$ cat src/rtl/mem_arb_pkg.sv
// mem_arb_pkg: shared types for the unified-memory arbiter.
//   requester_t  - identity of a memory client (fetch, data, debug)
//   arb_state_t  - sequencing states of one memory transaction
package mem_arb_pkg;

  typedef enum logic [1:0] {
    REQ_FETCH,
    REQ_DATA,
    REQ_DEBUG
  } requester_t;

  typedef enum logic [2:0] {
    IDLE,
    ISSUE,
    CAP0,
    CAP1,
    DONE
  } arb_state_t;

endpackage

$ cat src/rtl/mem_arbiter_if.sv
// mem_arbiter_if: client and memory-side signals of the unified-memory arbiter.
//   fetch_*  - instruction fetch (two-byte read)
//   data_*   - execution-unit load/store (one byte)
//   dbg_*    - debug/loader load/store (one byte)
//   mem_*    - single-port memory bus (address/strobe/wdata registered by arbiter)
// Modports: slave = arbiter side, master = clients + memory side.
interface mem_arbiter_if #(
  parameter int unsigned ADDR_W = 8,
  parameter int unsigned DATA_W = 8
);
  logic                  fetch_req;
  logic [ADDR_W-1:0]     fetch_addr;
  logic                  fetch_done;
  logic [2*DATA_W-1:0]   fetch_instr;

  logic                  data_req;
  logic                  data_we;
  logic [ADDR_W-1:0]     data_addr;
  logic [DATA_W-1:0]     data_wdata;
  logic                  data_done;
  logic [DATA_W-1:0]     data_rdata;

  logic                  dbg_req;
  logic                  dbg_we;
  logic [ADDR_W-1:0]     dbg_addr;
  logic [DATA_W-1:0]     dbg_wdata;
  logic                  dbg_done;
  logic [DATA_W-1:0]     dbg_rdata;

  logic [ADDR_W-1:0]     mem_addr;
  logic                  mem_we;
  logic [DATA_W-1:0]     mem_wdata;
  logic [DATA_W-1:0]     mem_rdata;

  modport slave (
    input  fetch_req, fetch_addr,
    output fetch_done, fetch_instr,
    input  data_req, data_we, data_addr, data_wdata,
    output data_done, data_rdata,
    input  dbg_req, dbg_we, dbg_addr, dbg_wdata,
    output dbg_done, dbg_rdata,
    output mem_addr, mem_we, mem_wdata,
    input  mem_rdata
  );

  modport master (
    output fetch_req, fetch_addr,
    input  fetch_done, fetch_instr,
    output data_req, data_we, data_addr, data_wdata,
    input  data_done, data_rdata,
    output dbg_req, dbg_we, dbg_addr, dbg_wdata,
    input  dbg_done, dbg_rdata,
    input  mem_addr, mem_we, mem_wdata,
    output mem_rdata
  );
endinterface

$ cat src/rtl/arb_pick.sv
// arb_pick: combinational request picker.
//   fetch_req, data_req, dbg_req - pending request levels
//   last_grant                   - last fetch/data winner (debug never recorded)
//   valid                        - any request pending
//   pick                         - winning requester
// Debug always wins; a fetch/data tie goes to whichever was not granted last.
module arb_pick
  import mem_arb_pkg::*;
(
  input  logic       fetch_req,
  input  logic       data_req,
  input  logic       dbg_req,
  input  requester_t last_grant,
  output logic       valid,
  output requester_t pick
);

  always_comb begin
    valid = fetch_req | data_req | dbg_req;
    pick  = REQ_FETCH;
    if (dbg_req) begin
      pick = REQ_DEBUG;
    end else if (fetch_req && data_req) begin
      pick = (last_grant == REQ_FETCH) ? REQ_DATA : REQ_FETCH;
    end else if (data_req) begin
      pick = REQ_DATA;
    end
  end

endmodule

$ cat src/rtl/mem_arbiter.sv
// mem_arbiter: sequences every access to the single-port unified memory.
//   clk    - system clock, rising edge
//   reset  - synchronous, active-low
//   bus    - client request/done/result ports and the memory bus (slave side)
//   busy   - high whenever a transaction is in progress
// One transaction at a time: IDLE -> ISSUE -> CAP0 [-> CAP1 for fetch] -> DONE.
module mem_arbiter
  import mem_arb_pkg::*;
#(
  parameter int unsigned ADDR_W = 8,
  parameter int unsigned DATA_W = 8
) (
  input  logic          clk,
  input  logic          reset,
  mem_arbiter_if.slave  bus,
  output logic          busy
);

  arb_state_t          state, state_nx;
  requester_t          owner, last_grant, pick;
  logic                pick_valid;
  logic                pick_we;
  logic [ADDR_W-1:0]   pick_addr;
  logic [DATA_W-1:0]   pick_wdata;

  logic                op_we;
  logic [DATA_W-1:0]   byte0;
  logic [ADDR_W-1:0]   mem_addr_q;
  logic                mem_we_q;
  logic [DATA_W-1:0]   mem_wdata_q;
  logic [2*DATA_W-1:0] fetch_instr_q;
  logic [DATA_W-1:0]   data_rdata_q;
  logic [DATA_W-1:0]   dbg_rdata_q;

  arb_pick u_pick (
    .fetch_req  (bus.fetch_req),
    .data_req   (bus.data_req),
    .dbg_req    (bus.dbg_req),
    .last_grant (last_grant),
    .valid      (pick_valid),
    .pick       (pick)
  );

  // Operands of the winning requester; fetch is read-only.
  always_comb begin
    pick_addr  = bus.fetch_addr;
    pick_we    = 1'b0;
    pick_wdata = '0;
    case (pick)
      REQ_DATA: begin
        pick_addr  = bus.data_addr;
        pick_we    = bus.data_we;
        pick_wdata = bus.data_wdata;
      end
      REQ_DEBUG: begin
        pick_addr  = bus.dbg_addr;
        pick_we    = bus.dbg_we;
        pick_wdata = bus.dbg_wdata;
      end
      default: ;
    endcase
  end

  always_ff @(posedge clk) begin
    if (!reset) state <= IDLE;
    else        state <= state_nx;
  end

  always_comb begin
    state_nx = state;
    case (state)
      IDLE:    if (pick_valid) state_nx = ISSUE;
      ISSUE:   state_nx = CAP0;
      CAP0:    state_nx = (owner == REQ_FETCH) ? CAP1 : DONE;
      CAP1:    state_nx = DONE;
      DONE:    state_nx = IDLE;
      default: state_nx = IDLE;
    endcase
  end

  always_ff @(posedge clk) begin
    if (!reset) begin
      owner         <= REQ_FETCH;
      last_grant    <= REQ_FETCH;
      op_we         <= 1'b0;
      byte0         <= '0;
      mem_addr_q    <= '0;
      mem_we_q      <= 1'b0;
      mem_wdata_q   <= '0;
      fetch_instr_q <= '0;
      data_rdata_q  <= '0;
      dbg_rdata_q   <= '0;
    end else begin
      case (state)
        IDLE: begin
          if (pick_valid) begin
            owner       <= pick;
            op_we       <= pick_we;
            mem_addr_q  <= pick_addr;
            mem_we_q    <= pick_we;
            mem_wdata_q <= pick_wdata;
            if (pick != REQ_DEBUG) last_grant <= pick;
          end
        end
        ISSUE: begin
          mem_we_q <= 1'b0;
          // The memory has a one-cycle read latency, so the second fetch
          // address must already be on the bus during CAP0 for its byte
          // to arrive in CAP1.
          if (owner == REQ_FETCH) mem_addr_q <= mem_addr_q + ADDR_W'(1);
        end
        CAP0: begin
          case (owner)
            REQ_FETCH: byte0        <= bus.mem_rdata;
            REQ_DATA:  data_rdata_q <= op_we ? '0 : bus.mem_rdata;
            default:   dbg_rdata_q  <= op_we ? '0 : bus.mem_rdata;
          endcase
        end
        CAP1: fetch_instr_q <= {byte0, bus.mem_rdata};
        default: ;
      endcase
    end
  end

  assign busy            = (state != IDLE);
  assign bus.fetch_done  = (state == DONE) && (owner == REQ_FETCH);
  assign bus.data_done   = (state == DONE) && (owner == REQ_DATA);
  assign bus.dbg_done    = (state == DONE) && (owner == REQ_DEBUG);
  assign bus.fetch_instr = fetch_instr_q;
  assign bus.data_rdata  = data_rdata_q;
  assign bus.dbg_rdata   = dbg_rdata_q;
  assign bus.mem_addr    = mem_addr_q;
  assign bus.mem_we      = mem_we_q;
  assign bus.mem_wdata   = mem_wdata_q;

endmodule
$ cat src/flat_wrapper.sv
// flat-port wrapper written by rule: the top's interface ports become plain ports
module mem_arbiter_flat import mem_arb_pkg::*;
#(
  parameter int unsigned ADDR_W = 8,
  parameter int unsigned DATA_W = 8
)
  (clk, reset, busy, bus_fetch_req, bus_fetch_addr, bus_fetch_done, bus_fetch_instr, bus_data_req, bus_data_we, bus_data_addr, bus_data_wdata, bus_data_done, bus_data_rdata, bus_dbg_req, bus_dbg_we, bus_dbg_addr, bus_dbg_wdata, bus_dbg_done, bus_dbg_rdata, bus_mem_addr, bus_mem_we, bus_mem_wdata, bus_mem_rdata);
  mem_arbiter_if #(.ADDR_W(ADDR_W), .DATA_W(DATA_W)) bus_i ();
  input  logic clk;
  input  logic reset;
  output logic busy;
  input wire logic [$bits(bus_i.fetch_req)-1:0] bus_fetch_req;
  input wire logic [$bits(bus_i.fetch_addr)-1:0] bus_fetch_addr;
  output wire logic [$bits(bus_i.fetch_done)-1:0] bus_fetch_done;
  output wire logic [$bits(bus_i.fetch_instr)-1:0] bus_fetch_instr;
  input wire logic [$bits(bus_i.data_req)-1:0] bus_data_req;
  input wire logic [$bits(bus_i.data_we)-1:0] bus_data_we;
  input wire logic [$bits(bus_i.data_addr)-1:0] bus_data_addr;
  input wire logic [$bits(bus_i.data_wdata)-1:0] bus_data_wdata;
  output wire logic [$bits(bus_i.data_done)-1:0] bus_data_done;
  output wire logic [$bits(bus_i.data_rdata)-1:0] bus_data_rdata;
  input wire logic [$bits(bus_i.dbg_req)-1:0] bus_dbg_req;
  input wire logic [$bits(bus_i.dbg_we)-1:0] bus_dbg_we;
  input wire logic [$bits(bus_i.dbg_addr)-1:0] bus_dbg_addr;
  input wire logic [$bits(bus_i.dbg_wdata)-1:0] bus_dbg_wdata;
  output wire logic [$bits(bus_i.dbg_done)-1:0] bus_dbg_done;
  output wire logic [$bits(bus_i.dbg_rdata)-1:0] bus_dbg_rdata;
  output wire logic [$bits(bus_i.mem_addr)-1:0] bus_mem_addr;
  output wire logic [$bits(bus_i.mem_we)-1:0] bus_mem_we;
  output wire logic [$bits(bus_i.mem_wdata)-1:0] bus_mem_wdata;
  input wire logic [$bits(bus_i.mem_rdata)-1:0] bus_mem_rdata;
  assign bus_i.fetch_req = bus_fetch_req;
  assign bus_i.fetch_addr = bus_fetch_addr;
  assign bus_fetch_done = bus_i.fetch_done;
  assign bus_fetch_instr = bus_i.fetch_instr;
  assign bus_i.data_req = bus_data_req;
  assign bus_i.data_we = bus_data_we;
  assign bus_i.data_addr = bus_data_addr;
  assign bus_i.data_wdata = bus_data_wdata;
  assign bus_data_done = bus_i.data_done;
  assign bus_data_rdata = bus_i.data_rdata;
  assign bus_i.dbg_req = bus_dbg_req;
  assign bus_i.dbg_we = bus_dbg_we;
  assign bus_i.dbg_addr = bus_dbg_addr;
  assign bus_i.dbg_wdata = bus_dbg_wdata;
  assign bus_dbg_done = bus_i.dbg_done;
  assign bus_dbg_rdata = bus_i.dbg_rdata;
  assign bus_mem_addr = bus_i.mem_addr;
  assign bus_mem_we = bus_i.mem_we;
  assign bus_mem_wdata = bus_i.mem_wdata;
  assign bus_i.mem_rdata = bus_mem_rdata;
  mem_arbiter #(.ADDR_W(ADDR_W), .DATA_W(DATA_W)) u_core (.clk(clk), .reset(reset), .bus(bus_i), .busy(busy));
endmodule
$ cat config.mk
export PLATFORM = sky130hd
export DESIGN_NAME = mem_arbiter_flat
export DESIGN_NICKNAME = d
export VERILOG_FILES = /design/src/rtl/mem_arb_pkg.sv /design/src/rtl/mem_arbiter_if.sv /design/src/rtl/arb_pick.sv /design/src/rtl/mem_arbiter.sv /design/src/flat_wrapper.sv
export SDC_FILE = /design/constraint.sdc
export NUM_CORES = 1
export LEC_CHECK = 0
export BUFFER_PORTS_ARGS = -buffer_cell sky130_fd_sc_hd__clkbuf_2
export CAP_MARGIN = 0
export CORE_MARGIN = 4
export CORE_UTILIZATION = 45
export DETAILED_ROUTE_END_ITERATION = 10
export PLACE_DENSITY = 0.76
export RECOVER_POWER = 50
export SKIP_LAST_GASP = 1
export SYNTH_ARGS = -nofsm -noshare
export SYNTH_HDL_FRONTEND = slang
export SYNTH_SLANG_ARGS = --single-unit
$ cat constraint.sdc
create_clock -name clk -period 1.67 [get_ports clk]
set_clock_uncertainty 0.05 [all_clocks]
set_input_delay 0.501 -clock clk [delete_from_list [all_inputs] [get_ports clk]]
set_output_delay 0.501 -clock clk [all_outputs]
set_load 0.05 [all_outputs]
==> results.md, run 1 <==
Worst setup path:
- The highest fanout seen on the critical path is 3.
- Among all stages on the critical path, the largest delay is contributed by dfxtp_4.
- The critical path goes through nor2_4, nand2_4, nor3b_4, buf_12.
- The arrival time at the worst endpoint is 1310 ps.
- At the worst endpoint, the required time is 1120 ps.
- The capturing element type of the critical path is a primary output.
- The nature of the critical path startpoint is a flip-flop.
- The longest individual stage delay on the worst path is 360 ps.
- The kind of critical path is flip-flop to primary output.

Timing:
- The setup violation total in the final timing report is 8.
- At the pin with the least slew margin, the transition time is 455 ps.
- The minimum clock period is 1860 ps.
- The worst hold slack is 375 ps.
- The post-route clock period utilization is 111%.
- Setup repair after global routing could not meet its margin everywhere.
- The count of endpoints failing hold in the final timing report came to 0.
- For this run, the top clock speed supported by timing is 0.538 GHz.
- Headroom to the max-slew limit came out at 69.4%.
- The count of pins over their slew limit came to 0.
- Setup slack on the critical path of the routed design comes to -188 ps.

Die:
- The number of placement rows is 29.
- From left edge to right edge, the die measures 89.9 um.
- The total area inside the core boundary comes to 6420 um2.
- The starting density of the core is 47.0%.
- The die covers 8090 um2.
- The die is 89.9 um tall.
- The number of primary I/O pins is 108.

Power:
- The sequential cell fraction of total power is 43.3%.
- The clock network accounts for 26.1% of the total power.
- The switching share of power is 35.6%.
- The power density of the placed cells is 1000 nW/um2.
- The net switching power figure is 1.48 mW.
- The cell leakage power is 1.83 nW.
- Internal power comes to 2.68 mW.
- IR analysis of the VDD net gives a maximum drop of 0.000530 V.
- Combinational cells account for 30.6% of the total power.

Route:
- The mean number of vias per cell is 5.29.
- The detailed-router iteration count before antenna repair is 5.
- The detail route stage leaves a number of antenna-violating nets equal to 0.
- For this block, the via count after detailed routing is 2943.
- After detailed routing, the number of remaining DRC violations is 0.
- After detailed routing, the total wire length is 8.13 mm.
- After detailed routing, the average wire length per cell comes to 14.6 um.
- In this run, the number of DRC markers left after iteration 0 of detailed routing was 112.

Yosys:
- In this run the mean area of a mapped cell was 8.71 um2.
- Synthesis handed over a netlist of 347 instances.
- The number of nets handed over by synthesis was 403.
- Sorting the synthesized cells by how often they occur yields dfxtp_1, nand2_1, nor2b_1, mux2i_1, nor2_1.
- For this run, asynchronously set or reset flops after synthesis account for 0%.
- The synthesized design devotes to its leading area cell type 43.1% of total area.
- The number of enable flip-flop cells after synthesis is 0.
- The post-synthesis cell type count is 47.
- By area the synthesized netlist is led by dfxtp_1, nand2_1, mux2i_1, nor2b_1, a21boi_0.
- Among all flip-flop cells after synthesis, the most frequent one is dfxtp_1.
- The most common cell in the synthesized netlist is dfxtp_1.
- The count of warnings emitted by yosys is 0.
- Of all cell types, the one taking the most synthesized area is dfxtp_1.
- The number of register bits inferred by synthesis is 65.
- The cell area after synthesis is 3020 um2.
- The sequential fraction of the synthesis area is 43.1%.

Flow run:
- The tool flagged a number of max-cap violations equal to 0.

Clocking:
- The H-tree level count is 3.
- The tree built by TritonCTS fans out to 65 sinks.
- After clock tree synthesis, the clock-pin slew on the worst setup and hold paths is 70 ps.
- TritonCTS built the clock tree.
- The clock reaches the later pin of the worst-skew pair after 340 ps.
- In this run, CTS created clock tree buffers numbering 9.
- The clock tree buffer depth is 2.
- For this design, the CTS-stage hold fixing added 0 buffers.
- The buffer cell driving the clock tree root is clkbuf_8.

Placed design:
- The number of port buffers is 107.
- The cell area reported after detailed placement is 3830 um2.
- The wire-length estimate of the detail-placed layout is 5.84 mm.
- The final estimated routing congestion in global placement is 0.796.
- Before CTS, the worst setup slack after placement is -186 ps.
- Once placement completed, the tool counted placed cells totaling 536.

Global routing:
- Entering global routing, the biggest net connects 38 pins.
- Global routing finished with a remaining overflow of 0.
- The all-layer global routing usage is 19.9%.
- The number of antenna violations at the first check in global routing is 0.
- The wire length of the first global-routing pass is 13.4 mm.
- The number of global-route vias before repair is 2928.

Run status:
- The flow ran to the end, but the final reports show violations.
- The final reports fail on negative setup slack.

Cells and area:
- Once layout is done, the placed cells without fillers occupy 4150 um2.
- The number of inserted filler cells in the final layout is 539.
- The ratio of cells with drive above 1 in the final layout is 39.7%.
- The area growth from synthesis to layout is 37.5%.
- Registers take 1320 um2.
- The number of nets in the finished design is 532.
- The footprint of the multi-input gates is 1690 um2.
- The final cell count without fillers is 556.
- The number of diodes is 0.

Min path:
- The path class of the tightest hold or removal check is primary input to flip-flop.
## stage by stage
stage	utilization [%]	setup TNS (ps)	power, mW
2_1_floorplan	-	-611	2.60
4_1_cts	63.4	-3600	4.12
6_report	64.7	-640	4.15
5_1_grt	64.7	-2240	4.36
3_3_place_gp	59.6	-2310	2.95
3_5_place_dp	59.6	-2890	2.96
## layer usage
metal | track usage, % | vias to the layer above | part of all wire [%]
met2 | 35.3 | 97 | 50
met1 | 23.3 | 1370 | 41
met3 | 5.84 | 12 | 6.7
met4 | 5.87 | 0 | 1.5
met5 | 0 | - | 0
li1 | - | 1464 | -
## power by group through the flow
stage | Clock, mW | Combinational [mW] | Sequential [mW]
2_1_floorplan | 0 | 0.518 | 2.08
6_report | 1.08 | 1.27 | 1.80
3_3_place_gp | 0 | 1.13 | 1.82
4_1_cts | 1.11 | 1.22 | 1.78
3_5_place_dp | 0 | 1.15 | 1.82
5_1_grt | 1.17 | 1.38 | 1.81
## final timing paths
path,end,cells after the start,start,slack [ps]
max reg2reg,u_core.bus.dbg_rdata[5],7,u_core.state[0],-10
max,bus_dbg_done,4,u_core.state[0],-190
min reg2reg,u_core.bus.fetch_instr[14],2,u_core.byte0[6],400
min,u_core.bus.fetch_instr[1],3,bus_mem_rdata[1],370
## state kept, by name (all words and copies together) (netlist names)
signal                  flops
u_core.bus.mem_we           1
u_core.owner                2
u_core.byte0                8
u_core.op_we                1
u_core.bus.data_rdata       8
u_core.bus.fetch_instr     16
u_core.bus.mem_addr         8
u_core.bus.dbg_rdata        8
u_core.bus.mem_wdata        8
u_core.state                3
u_core.last_grant           2
## cell usage in the layout (no fill, tap or decap), drive strengths merged, types with 3 or more instances in the layout
| cell | count |
|---|---|
| a31oi | 4 |
| mux2i | 17 |
| clkinv | 3 |
| nand2b | 5 |
| buf | 37 |
| nor3b | 13 |
| nor2b | 26 |
| a221oi | 10 |
| dfxtp | 65 |
| nand3 | 13 |
| inv | 5 |
| a21boi | 27 |
| nor3 | 4 |
| nor2 | 18 |
| o21ai | 14 |
| nand2 | 59 |
| mux2 | 3 |
| a21oi | 9 |
| and3 | 6 |
| clkbuf | 115 |
## area by class of cell
| class | count | share of cell area [%] |
|---|---|---|
| repair buffers | 142 | 21.2 |
| multi-input cells | 253 | 40.6 |
| clock inverters | 4 | 0.542 |
| flip-flops and latches | 65 | 31.7 |
| well taps | 77 | 2.32 |
| clock buffers | 10 | 3.07 |
| inverters | 5 | 0.512 |
## kinds of logic (layout without fill, tap and decap cells)
| group | after synthesis | in the layout | synth area share [%] |
|---|---|---|---|
| flops | 65 | 65 | 43.1 |
| compound gates | 76 | 76 | 17.9 |
| buf+inv | 29 | 161 | 4.39 |
| fa+ha+maj | 1 | 1 | 0.414 |
| mux | 20 | 20 | 6.75 |
| xor+xnor | 3 | 3 | 0.870 |
| simple gates | 153 | 153 | 26.6 |
## critical path, delay by kind of cell, from the launching register on
kind | cells | cell delay [ps]
simple gates | 3 | 440
flops | 1 | 360
buf+inv | 1 | 170
## what timing repair did
item	in CTS	in global routing
pin swaps	3	5
gates resized for setup	18	21
buffers inserted	5	2
hold endpoints to repair	0	0
endpoints found under the setup margin	26	48
No activity file was read; power rests on OpenSTA's default activity.
==> run 2, diff against run 1 <==
CORE_UTILIZATION = 50   (was 45)
PLACE_DENSITY = 0.8   (was 0.76)
SLEW_MARGIN = 10   (was not set)
clock period = 1.8 ns   (was 1.67 ns; I/O delays follow)
==> run 2 against run 1 <==
  * The run still ends with negative setup slack left
  * Critical path depth unchanged
  * Global-route usage is 2.3 points higher
  * Worst hold slack gained 32 ps
  * Utilization is 3.5 points higher
  * Worst setup slack better by 90 ps
  * First-iteration DRC count increased by 21%
  * Non-clock buffer count shrank 9
  * Die area fell by 9.1%
==> results.md, run 2 (same netlist as run 1, synthesis figures left out) <==
Min path:
- The worst hold path depth is 1 (-2).
- The path class of the tightest hold or removal check is flip-flop to flip-flop.
- The worst-case hold path end point is u_core.last_grant[1].
- The startpoint identified for the worst hold timing path is u_core.last_grant[1].

Route:
- The violation count after the first detailed-route iteration came to 135 (+21%).
- The detailed-router iteration count before antenna repair was 4 (-1).
- The mean number of vias per cell is 5.37 (+1.5%).
- The antenna violation net count after detailed routing was 0 (unchanged).
- The detailed-route wire length is 8.03 mm (-1.3%).
- The via total after detailed routing is 2938 (-0.17%).
- The number of design rule violations left after detail routing is 0 (unchanged).
- The routed wire length per instance is 14.7 um (+0.36%).

Die:
- The number of primary I/O pins was 108 (unchanged).
- The die span in x is 85.7 um (-4.7%).
- The chip height is 85.7 um (-4.7%).
- The number of placement rows is 28 (-3.4%).
- The starting density of the core was 51.3% (+4.3 points).
- The core footprint is 5890 um2 (-8.4%).
- The area enclosed by the die boundary was 7350 um2 (-9.1%).

Worst setup path:
- The required time of the critical path is 1210 ps (+90 ps).
- The highest fanout seen on the critical path is 3 (unchanged).
- Traced cell by cell, the critical path runs through nor2_4, nand2_4, nor3b_2, clkbuf_8.
- The minimum setup slack among reg-to-reg paths was 60 ps (+70 ps).
- The cell depth of the worst flop-to-flop path was 6 (-1).
- On the critical path, the stage with the largest delay is an instance of dfxtp_4.
- The arrival time at the worst endpoint is 1310 ps (about the same).
- The critical path buffer and inverter count is 1 (unchanged).
- The longest individual stage delay on the worst path is 360 ps (about the same).
- The category of cells accounting for the largest share of critical-path delay is simple AND/OR/NAND/NOR gates.
- The setup path with the least slack is of type flip-flop to primary output.
- The capturing element type of the critical path is a primary output.
- The nature of the critical path startpoint is a flip-flop.
- In this run the critical register-to-register path is captured at u_core.bus.mem_addr[3].
- The startpoint identified for the worst register-to-register timing path is u_core.state[1].

Timing:
- The minimum clock period is 1900 ps.
- After layout, the worst path uses 105% of the clock period.
- The transition time at the pin with the least slew margin is 738 ps (+282 ps).
- The setup violation total in the final timing report is 3 (-5).
- The count of endpoints failing hold in the final timing report is 0 (unchanged).
- The worst slew margin relative to its limit is 50.8% (-19 points).
- The count of pins over their slew limit is 0 (unchanged).
- The smallest setup slack after layout is -97.3 ps (+90.2 ps).
- Setup repair after global routing could not meet its margin everywhere.
- The final-layout setup total negative slack is -216 ps (+424 ps).
- For this run, the top clock speed supported by timing is 0.527 GHz.

Placed design:
- The number of placed instances, taps included came to 529 (-1.3%).
- The detailed-placement wirelength estimate is 5.90 mm (+0.98%).
- The number of port buffers is 107 (unchanged).
- The final estimated routing congestion in global placement was 0.830 (+4.4%).

Clocking:
- The CTS clock-pin slew for the worst setup and hold paths is 70 ps (about the same).
- The number of sinks on the clock net was 65 (unchanged).
- The clock latency reported for the late side of the worst-skew pair is 340 ps (about the same).
- The H-tree level count is 3 (unchanged).
- TritonCTS built the clock tree.
- The clock tree buffer depth is 2 (unchanged).
- The number of buffers created by CTS is 9 (unchanged).
- The root buffer cell chosen for the clock tree is clkbuf_8.

Cells and area:
- The final cell count without fillers came to 547 (-1.6%).
- The number of inserted filler cells in the final layout was 484 (-10%).
- The flip-flop count of the largest register, all copies and words added is 16 (unchanged).
- The top cell types in the final layout, fill and taps aside, are clkbuf_2, dfxtp_1, nand2_1, a21boi_0, nor2b_1.
- The number of diodes is 0 (unchanged).
- From synthesis to final layout, the design area changed by 32.9%.
- The ratio of cells with drive above 1 in the final layout is 36.0% (-3.6 points).
- Leaving out fill and tap cells, the most frequent cell in the layout is clkbuf_2.
- The number of nets in the finished design is 523 (-1.7%).

Global routing:
- The number of antenna violations at the first check in global routing came to 0 (unchanged).
- The number of global-route vias before repair came to 2839 (-3.0%).
- The all-layer global routing usage is 22.3% (+2.3 points).
- The wire length of the first global-routing pass is 13.0 mm (-3.1%).
- The maximum number of pins on one net before global-route repair is 27 (-29%).
- The residual overflow from global routing is 0 (unchanged).

Power:
- The final total power is 3.99 mW (-4.0%).
- The power density of the placed cells is 993 nW/um2 (-0.66%).
- The cell leakage power is 1.77 nW (-3.2%).
- The worst supply voltage drop on vdd is 0.000587 V (+11%).

Run status:
- The run finished, with violations left.
- The checks that failed: negative setup slack.

Flow run:
- The number of max-capacitance violations reported is 0 (unchanged).
==> run 2: cell types whose count changed in the layout (fill, tap and decap cells not counted), moves of 4 or more <==
cell      change
a21boi_0     +12
a21boi_1     -12
buf_4        -10
dfxtp_1       +6
clkbuf_8      +4
dfxtp_2       -4
==> run 2: stage by stage <==
stage	instance area (um2)	setup slack [ps]	hold WS, ps	util (%)
global route	4020	-174	396	68.2
CTS	4010	-97.1	385	68.1
finish	4020	-97.3	407	68.2
floorplan	3030	-121	381	-
global placement	3740	-20.2	388	63.5
detailed placement	3740	-71.3	394	63.5
==> run 2: worst max-delay path by stage <==
stage | startpoint | endpoint | slack [ps] | depth (start not counted)
final | u_core.state[0] | bus_dbg_done | -100 | 4
after global routing | u_core.state[0] | bus_dbg_done | -170 | 4
after CTS | u_core.state[0] | bus_dbg_done | -100 | 4
after detailed placement | bus_fetch_req | u_core.last_grant[0] | -70 | 6
after global placement | bus_fetch_req | u_core.bus.mem_we | -20 | 6
after floorplan | u_core.owner[0] | bus_fetch_done | -120 | 2
==> run 2: layout make-up <==
type	count	area (um2)	area share (%)
multi-input combinational	253	1630	40.6
sequential	65	1310	32.5
timing repair buffer	133	771	19.2
clock buffer	11	141	3.52
tap	75	93.8	2.34
clock inverter	5	55.1	1.37
inverter	5	18.8	0.467
==> run 2: repair_timing <==
action,in CTS,in global routing
setup endpoints to repair,4,8
setup buffers,2,0
pin swaps,3,1
hold buffers,0,0
resized for setup,17,4
==> run 2: power breakdown <==
group	switching [mW]	internal, mW	leakage, nW
Clock	0.558	0.673	0.0953
Combinational	0.704	0.397	1.15
Sequential	0.111	1.55	0.530
==> run 2: metal layers <==
metal	global-route usage, %	wire (um)
met5	0	0
met4	8.49	110
met2	40.1	4170
met1	25.1	3220
met3	5.76	531
==> run 3, diff against run 2 <==
CELL_PAD_IN_SITES_DETAIL_PLACEMENT = 1   (was not set)
CELL_PAD_IN_SITES_GLOBAL_PLACEMENT = 1   (was not set)
CORE_UTILIZATION = 35   (was 50)
PLACE_DENSITY = not set   (was 0.8)
PLACE_DENSITY_LB_ADDON = 0.1   (was not set)
SYNTH_HIERARCHICAL = 1   (was not set)
==> run 3 against run 2 <==
  * The run still ends with negative setup slack left
  * Worst hold slack got worse by 2.3 ps
  * Wire length rose by 15%
  * Synthesized cell count fell by 0.58%
  * Combinational power barely moved
  * Die area rose by 34%
  * Total power rose by 1.8%
  * Flip-flop and latch count did not move
  * Sequential power fell by 4%
  * Register-to-register slack got worse by 150 ps
  * Fmax barely moved
  * Largest power group unchanged
==> results.md, run 3 <==
Worst setup path:
- The category of cells accounting for the largest share of critical-path delay is simple AND/OR/NAND/NOR gates.
- The longest individual stage delay on the worst path is 370 ps (about the same).
- For this design, the slowest cell found on the critical path is dfxtp_4.
- The arrival time at the worst endpoint is 1310 ps (about the same).
- The required time of the critical path is 1210 ps (about the same).
- STA classifies the critical path endpoint as a primary output.
- The worst setup path is launched from a flip-flop.
- The critical path buffer and inverter count is 1 (unchanged).
- The critical path goes through nor2_4, nand2_4, nor3b_4, buf_12.
- The minimum setup slack among reg-to-reg paths is -90 ps (-150 ps).
- The worst setup path is of the flip-flop to primary output kind.
- The highest fanout seen on the critical path came to 6 (+3).

Cells and area:
- In the layout the commonest cells are clkbuf_2, dfxtp_1, nor2_1, nand2_1, a21oi_1.
- The most frequent standard cell in the layout excluding fill and tap cells is clkbuf_2.
- The flip-flop count of the largest register, all copies and words added was 16 (unchanged).
- The ratio of cells with drive above 1 in the final layout was 42.7% (+6.7 points).
- The number of nets in the finished design is 532 (+1.7%).
- The number of diodes was 0 (unchanged).
- From synthesis to final layout, the design area changed by 46.9%.
- The final cell count without fillers was 583 (+6.6%).
- The number of inserted filler cells in the final layout came to 997 (+110%).

Power:
- The cell leakage power was 1.90 nW (+7.0%).
- The power density of the placed cells was 946 nW/um2 (-4.8%).
- The worst supply voltage drop on vdd is 0.000405 V (-31%).

Global routing:
- The number of antenna violations at the first check in global routing is 0 (unchanged).
- The wire length of the first global-routing pass was 15.2 mm (+16%).
- The residual overflow from global routing came to 0 (unchanged).
- The maximum number of pins on one net before global-route repair is 58 (+110%).
- The all-layer global routing usage came to 19.1% (-3.2 points).
- The number of global-route vias before repair is 3131 (+10%).

Route:
- The number of design rule violations left after detail routing is 0 (unchanged).
- The routed wire length per instance came to 15.9 um (+8.3%).
- The detailed-route wire length is 9.26 mm (+15%).
- The violation count after the first detailed-route iteration is 79 (-41%).
- The antenna violation net count after detailed routing came to 0 (unchanged).
- The mean number of vias per cell is 5.01 (-6.7%).
- The via total after detailed routing was 2922 (-0.54%).
- The detailed-router iteration count before antenna repair is 4 (unchanged).

Die:
- The number of placement rows is 33 (+18%).
- The chip height is 99.4 um (+16%).
- The starting density of the core is 35.8% (-16 points).
- The number of primary I/O pins is 108 (unchanged).
- The area enclosed by the die boundary is 9880 um2 (+34%).
- The core footprint is 8180 um2 (+39%).
- The die span in x came to 99.4 um (+16%).

Timing:
- The maximum clock frequency is 0.527 GHz (about the same).
- The count of pins over their slew limit is 0 (unchanged).
- The count of endpoints failing hold in the final timing report is 0 (unchanged).
- The transition time at the pin with the least slew margin is 376 ps (-362 ps).
- The final-layout setup total negative slack is -565 ps (-349 ps).
- The setup violation total in the final timing report is 10 (+7).
- The smallest setup slack after layout was -97.9 ps (-0.606 ps).
- The minimum clock period is 1900 ps (+0.606 ps).
- The post-route clock period utilization is 105% (about the same).
- The worst slew margin relative to its limit is 74.9% (+24 points).
- Setup repair after global routing could not meet its margin everywhere.

Run status:
- The final reports fail on negative setup slack.
- The flow ran to the end, but the final reports show violations.

Yosys:
- The synthesized netlist net count is 404 (+0.25%).
- By area the synthesized netlist is led by dfxtp_1, mux2i_1, a21oi_1, nor2_1, nand2_1.
- The number of register bits inferred by synthesis is 65 (unchanged).
- The cell area after synthesis was 2920 um2 (-3.3%).
- The most used flip-flop cell after synthesis is dfxtp_1.
- The top cell type by total area after synthesis is dfxtp_1.
- The number of enable flip-flop cells after synthesis is 0 (unchanged).
- The most common cell in the synthesized netlist is dfxtp_1.
- The post-synthesis cell type count is 40 (-15%).
- The post-synthesis instance total is 345 (-0.58%).
- The share of synthesized registers carrying an async set or reset came to 0% (unchanged).
- The average size of a mapped cell is 8.47 um2 (-2.7%).
- The fraction of post-synthesis cell area in the top cell type by area came to 44.5% (+1.5 points).
- The commonest cells after synthesis are dfxtp_1, nor2_1, nand2_1, a21oi_1, mux2i_1.
- The count of warnings emitted by yosys is 6 (+6).
- The sequential fraction of the synthesis area is 44.5% (+1.5 points).

Placed design:
- The number of port buffers is 107 (unchanged).
- The final estimated routing congestion in global placement was 0.855 (+3.0%).
- The number of placed instances, taps included is 560 (+5.9%).
- The detailed-placement wirelength estimate is 6.73 mm (+14%).

Clocking:
- The number of sinks on the clock net came to 65 (unchanged).
- The CTS clock-pin slew for the worst setup and hold paths is 70 ps (about the same).
- The number of buffers created by CTS is 9 (unchanged).
- The tree is rooted in a clkbuf_8.
- The clock latency reported for the late side of the worst-skew pair was 340 ps (about the same).
- The TritonCTS clock tree is yes.
- The H-tree level count came to 3 (unchanged).
- The clock tree buffer depth is 2 (unchanged).

Flow run:
- The number of max-capacitance violations reported is 0 (unchanged).

Min path:
- The tightest min-delay check is of the primary input to flip-flop type.
run 3: cell count changes in the layout (fill, tap and decap cells not counted), moves of 8 or more:
cell / change
a221oi_1: -9
nand3_1: -8
nor2_1: +30
nand2_1: -17
nor2b_1: -15
a21oi_1: +25
mux2i_1: +10
nor3b_1: -8
a22oi_2: +8
a21boi_0: -26
run 3: cell families after synthesis:
kind of cell | count (synthesis) | share of synthesized area [%]
AND/OR/NAND/NOR | 134 | 21.7
AO/OA/AOI/OAI | 79 | 17.2
flip-flops | 65 | 44.5
buffers and inverters | 36 | 5.61
multiplexers | 27 | 9.25
adder cells (fa/ha/maj) | 4 | 1.71
run 3: final timing paths:
path	cells after the start	endpoint	start
worst max-delay path	4	bus_data_done	u_core/state[0]
worst min-delay path	3	u_core/bus.fetch_instr[1]	bus_mem_rdata[1]
worst min register to register	2	u_core/bus.fetch_instr[4]	u_core/bus.fetch_instr[4]
worst max register to register	8	u_core/bus.mem_addr[0]	u_core/last_grant[1]
run 3: cell type report:
cell class	instances	area, um2	share of cell area [%]
inverter	7	31.3	0.728
tap	105	131	3.06
multi-input combinational	244	1700	39.6
clock inverter	6	92.6	2.16
clock buffer	10	128	2.97
sequential	65	1310	30.6
timing repair buffer	146	900	20.9
run 3: where the power goes:
| group | leakage, nW | switching, mW | internal, mW | total (mW) |
|---|---|---|---|---|
| sequential | 0.530 | 0.0803 | 1.52 | 1.60 |
| combinational | 1.27 | 0.658 | 0.429 | 1.09 |
| clock | 0.103 | 0.587 | 0.785 | 1.37 |
run 3: tightest hold or removal path, stage by stage:
cell and delay, ps:
clkbuf_2 100, nand2_1 50, a21oi_1 50
run 3: layer usage:
layer	GRT usage, %	part of all wire [%]	vias to the layer above
met3	5.12	4.6	7
met2	31.0	48	62
met4	5.46	0.95	0
met5	0	0	-
li1	-	-	1460
met1	24.9	47	1393
run 3: timing repair:
action / 4_1_cts / 5_1_grt
pin swaps: 8 / 8
hold buffers: 0 / 0
setup endpoints to repair: 20 / 22
resized for setup: 32 / 18
setup buffers: 9 / 1
run 3: metrics by stage:
step	cell area (um2)	utilization [%]	power, mW	setup slack [ps]	hold slack, ps
3_5_place_dp	3820	46.8	2.61	-395	402
5_1_grt	4290	52.5	4.28	-174	402
3_3_place_gp	3820	46.8	2.59	-350	389
4_1_cts	4260	52.1	4.09	-109	388
6_report	4290	52.5	4.06	-97.9	405
2_1_floorplan	3060	-	2.30	-168	382
